## config.mk

```make
export PLATFORM = sky130hd
export DESIGN_NAME = ama_riscv_fetch
export DESIGN_NICKNAME = d
export VERILOG_FILES = /design/src/rtl/ama_riscv_fetch.sv
export SDC_FILE = /design/constraint.sdc
export NUM_CORES = 1
export LEC_CHECK = 0
export ABC_AREA = 1
export CAP_MARGIN = 20
export CORE_ASPECT_RATIO = 0.8
export CORE_MARGIN = 3
export CORE_UTILIZATION = 30
export CTS_BUF_LIST = sky130_fd_sc_hd__clkbuf_4
export CTS_CLUSTER_DIAMETER = 200
export DETAILED_ROUTE_END_ITERATION = 8
export PLACE_DENSITY = 0.57
export SYNTH_ARGS = -nofsm -noshare
export SYNTH_HDL_FRONTEND = slang
export SYNTH_SLANG_ARGS = --single-unit
```

## constraint.sdc

```tcl
create_clock -name clk -period 1.7 [get_ports clk]
set_input_delay 0.255 -clock clk [delete_from_list [all_inputs] [get_ports clk]]
set_output_delay 0.255 -clock clk [all_outputs]
set_load 0.05 [all_outputs]
```

## src/rtl/ama_riscv_fetch.sv

```systemverilog
// Instruction fetch stage: owns the PC, drives the synchronous-read IMEM and feeds inst_id/pc_id to ID.
// Latency: 1 cycle from address to inst_id. Stall holds the PC and IMEM output; stall or clear inserts a NOP.
module ama_riscv_fetch #(
    parameter logic [31:0] RESET_VECTOR = 32'h0000_0000,
    parameter int          IMEM_AW      = 14,
    parameter int          CNT_W        = 32
) (
    input  logic               clk,
    input  logic               rst,
    input  logic [1:0]         pc_sel,
    input  logic               pc_we,
    input  logic               stall_if,
    input  logic               clear_if,
    input  logic [31:0]        alu_out,
    input  logic [31:0]        imem_rdata,
    output logic               imem_en,
    output logic [IMEM_AW-1:0] imem_addr,
    output logic [31:0]        inst_id,
    output logic [31:0]        pc_id,
    output logic               inst_valid_id,
    output logic               fetch_misaligned,
    output logic [CNT_W-1:0]   fetch_cnt,
    output logic [CNT_W-1:0]   bubble_cnt
);

    localparam logic [1:0]  PC_SEL_INC4  = 2'd0;
    localparam logic [1:0]  PC_SEL_ALU   = 2'd1;
    localparam logic [1:0]  PC_SEL_START = 2'd3;
    localparam logic [31:0] NOP          = 32'h0000_0013;

    logic [31:0] pc_q;
    logic [31:0] pc_next;
    logic        bubble_q;
    logic        first_q;
    logic        adv;
    logic        id_bubble;

    // The reserved encoding falls through to sequential fetch.
    always_comb begin
        pc_next = pc_q + 32'd4;
        case (pc_sel)
            PC_SEL_START: pc_next = RESET_VECTOR;
            PC_SEL_ALU:   pc_next = alu_out;
            PC_SEL_INC4:  pc_next = pc_q + 32'd4;
            default:      pc_next = pc_q + 32'd4;
        endcase
    end

    assign adv       = pc_we & ~stall_if & ~rst;
    assign imem_en   = adv;
    assign imem_addr = adv ? pc_next[IMEM_AW+1:2] : pc_q[IMEM_AW+1:2];

    always_ff @(posedge clk) begin
        if (rst) begin
            pc_q             <= RESET_VECTOR;
            bubble_q         <= 1'b1;
            first_q          <= 1'b1;
            fetch_misaligned <= 1'b0;
        end else begin
            first_q <= 1'b0;
            // Cycle 0 is already covered by the reset value of bubble_q, so
            // the launch fetch issued in that cycle arrives as valid.
            bubble_q <= stall_if | clear_if | ~pc_we;
            if (adv) begin
                pc_q <= pc_next;
                if (pc_next[1:0] != 2'b00) begin
                    fetch_misaligned <= 1'b1;
                end
            end
        end
    end

    assign id_bubble     = bubble_q | first_q;
    assign inst_id       = id_bubble ? NOP : imem_rdata;
    assign inst_valid_id = ~id_bubble;
    assign pc_id         = pc_q;

    always_ff @(posedge clk) begin
        if (rst) begin
            fetch_cnt  <= '0;
            bubble_cnt <= '0;
        end else if (inst_valid_id) begin
            fetch_cnt  <= fetch_cnt + CNT_W'(1);
        end else begin
            bubble_cnt <= bubble_cnt + CNT_W'(1);
        end
    end

endmodule
```

==> results.ini <==
[yosys]
yosys.area_share.xor_xnor=0.01101
synth.avg_cell_area_um2=6.201
netlist_top_cells_count=nand2_1 (261), nor2_1 (155), inv_1 (150)
synthAdderAreaFrac=0.005900
synth_area_leader_cell=dfxtp_1
synthSimpleGateAreaFrac=0.4285
synth_seq_cells=99
synth_top_area_share=0.3115
synth_edf_count=0
muxShareOfSynthArea=0
synth_area_leaders=dfxtp_1 (31%), nand2_1 (15%), nor2_1 (9.1%)
synthCells=1026
synth_top_family_by_area=simple AND/OR/NAND/NOR gates
synth_ff_type=dfxtp_1
synth.distinct_cells=42
synth.cell_area_um2=6362
async_flop_share=0
yosysMostFrequentCell=nand2_1
yosysWarnings=0
ys_seq_area_frac=0.3115
syn-num-nets=1100
synth_compound_area_frac=0.1302

[routing]
wl_mm=23.82
viasPerCell=4.699
drtIter0Drc=448
post_drt_wl_per_cell_um=14.82
drt_pre_antenna_iters=5
vias=7551
ant_nets=0
drcViolationCount=0

[timing]
relSlewSlack=0.5678
fin_setup_tns_ns=-7.356
fmax_mhz=461.3
tightestPinTransition_ns=0.6483
setup_ws_ns=-0.4678
fin_skew_ns=0.02105
min_period_ns=2.168
timing.final.max_slew_violations=0
final.period_utilization=1.275
final_hold_viol_count=0
holdWs_ns=0.3905
setup_viol=48
rsz0062_at_grt=yes

[grt]
grt_max_degree=52
antenna_found_initial=0
grt_pass1_wl_mm=37.29
grt_pass1_vias=7057
grt.total_usage=0.2018
grt-ovfl-total=0

[placed_design]
gp_congestion=0.8835
port_buffers=215
post-place-ws_ns=-0.2844
hpwl_mm=17.38

[clock_network]
cts_hold_buffers=0
clock_sink_count=99
cts.htree.levels=3
clk_latency_ns=0.47
clk_pin_slew_ns=0.17
cts_tree=yes
cts.path.max_buffers=2
cts-root-buf=clkbuf_4
cts_buffers=9

[power_and_ir_drop]
powerDensity_nw_per_um2=456.9
total_power_mw=4.901
ir_drop_mv=0.3067
leakage_nw=4.720

[setup_path]
slowest_stage=dfxtp_4
crit_cells=9
r2r-end=pc_id[23]
crit_type=register to primary output
path_cells=ha_4 > nand2_4 > nor2_4 > buf_6 > inv_2 > nand2_2 > nand3_2 > a22oi_2 > buf_12
crit_required_ns=1.44
crit_fanout=4
critPathTopFamily=flip-flops
r2r.worst_path.cells=15
critPathBufInv=3
arrival_ns=1.91
cpPeakStageDelay_ns=0.41
start_kind=register
reg2reg_slack_ns=-0.26
end_kind=primary output
r2r-start=pc_id[13]
critPathLaunch=pc_id[3]

[layout]
final_nets=1412
drive_gt1_frac=0.3418
diodes=0
synthToLayoutAreaGrowth_pct=68.59

[hold_path]
hp-start=rst
worst_hold_path.endpoint=first_q
hold_depth=2
hold_path_class=input port to register

[floorplanning]
dieHeight_um=136.3
dieArea_um2=23000
initial_core_util=0.3132
core_area_um2=20320
rows=46
ios=216
die_w_um=168.8

[status]
status=finished, violations left
violations=setup timing

[run]
drv_cap=0

metrics by stage:
| stage | util | area [um2] | std cells |
|---|---|---|---|
| 2_1_floorplan | - | 6546 | 1026 |
| 3_5_place_dp | 0.4693 | 9535 | 1528 |
| 6_report | 0.5280 | 10730 | 1607 |
| 3_3_place_gp | 0.4693 | 9535 | 1528 |
| 5_1_grt | 0.5280 | 10730 | 1607 |
| 4_1_cts | 0.5206 | 10580 | 1601 |
state kept, by name (all words and copies together) (netlist names):
signal	cells
pc_id	32
bubble_q	1
bubble_cnt	32
first_q	1
fetch_cnt	32
fetch_misaligned	1
kinds of logic after synthesis:
kind of cell               Yosys count
adders and majority gates            3
AOI/OAI and AO/OA                  150
xor gates and xnor gates             8
buffers and inverters              182
and+or+nand+nor                    584
DFF                                 99
area by class of cell:
cell class	instances	area [um2]
Clock inverter	7	51.30
Timing Repair Buffer	330	3488
Sequential cell	99	2043
Tap cell	264	330.3
Inverter	153	589.3
Fill cell	1998	9590
Multi-Input combinational cell	745	4156
Clock buffer	9	67.56
placed cells by master (no fill, tap or decap), types with 19 or more instances in the layout:
cell type and instances:
nand2_1 239, buf_4 186, inv_1 140, nor2_1 118, dfxtp_1 74, a21oi_1 72, clkdlybuf4s50_1 66, nand3_1 65
buf_12 53, nor2_4 51, o21ai_0 35, nand2_2 22, nor2_2 19
worst reg2reg max path, cell delays in order (launching register included):
cell and delay, ns:
dfxtp_2 0.41, nand2_1 0.14, nor2_1 0.13, nand2_1 0.09, nor2_2 0.13, buf_4 0.12
buf_4 0.10, buf_4 0.09, buf_4 0.09, buf_4 0.09, buf_4 0.09, buf_4 0.12
nand2_1 0.06, nand2_1 0.05, nand3_1 0.07, a21boi_1 0.12
layer usage:
metal	GRT usage	routed length, um	vias up
li1	-	-	3865
met1	0.2928	11710	3494
met2	0.3147	10750	175
met3	0.03663	1104	17
met4	0.03907	259	0
met5	0	0	-
worst max-delay path by stage:
stage / end / slack [ns]
final: imem_addr[4] / -0.47
after floorplan: pc_id[10] / -0.15
after detailed placement: imem_addr[6] / -0.28
after CTS: imem_addr[10] / -0.52
after global routing: imem_addr[10] / -0.64
after global placement: imem_addr[6] / -0.29
repair_timing:
| action | CTS | global route |
|---|---|---|
| setup buffers | 50 | 17 |
| resized for setup | 98 | 46 |
| setup endpoints to repair | 44 | 78 |
| gates cloned | 7 | 0 |
| pin swaps | 33 | 37 |
| endpoints found under the hold margin | 0 | 0 |
where the power goes:
group	total, mW	internal (mW)	switching (mW)
logic	1.25	0.556	0.693
clock network	1.20	0.310	0.892
registers	2.45	2.37	0.0791
Note: power is estimated with default switching activity, not from simulation.
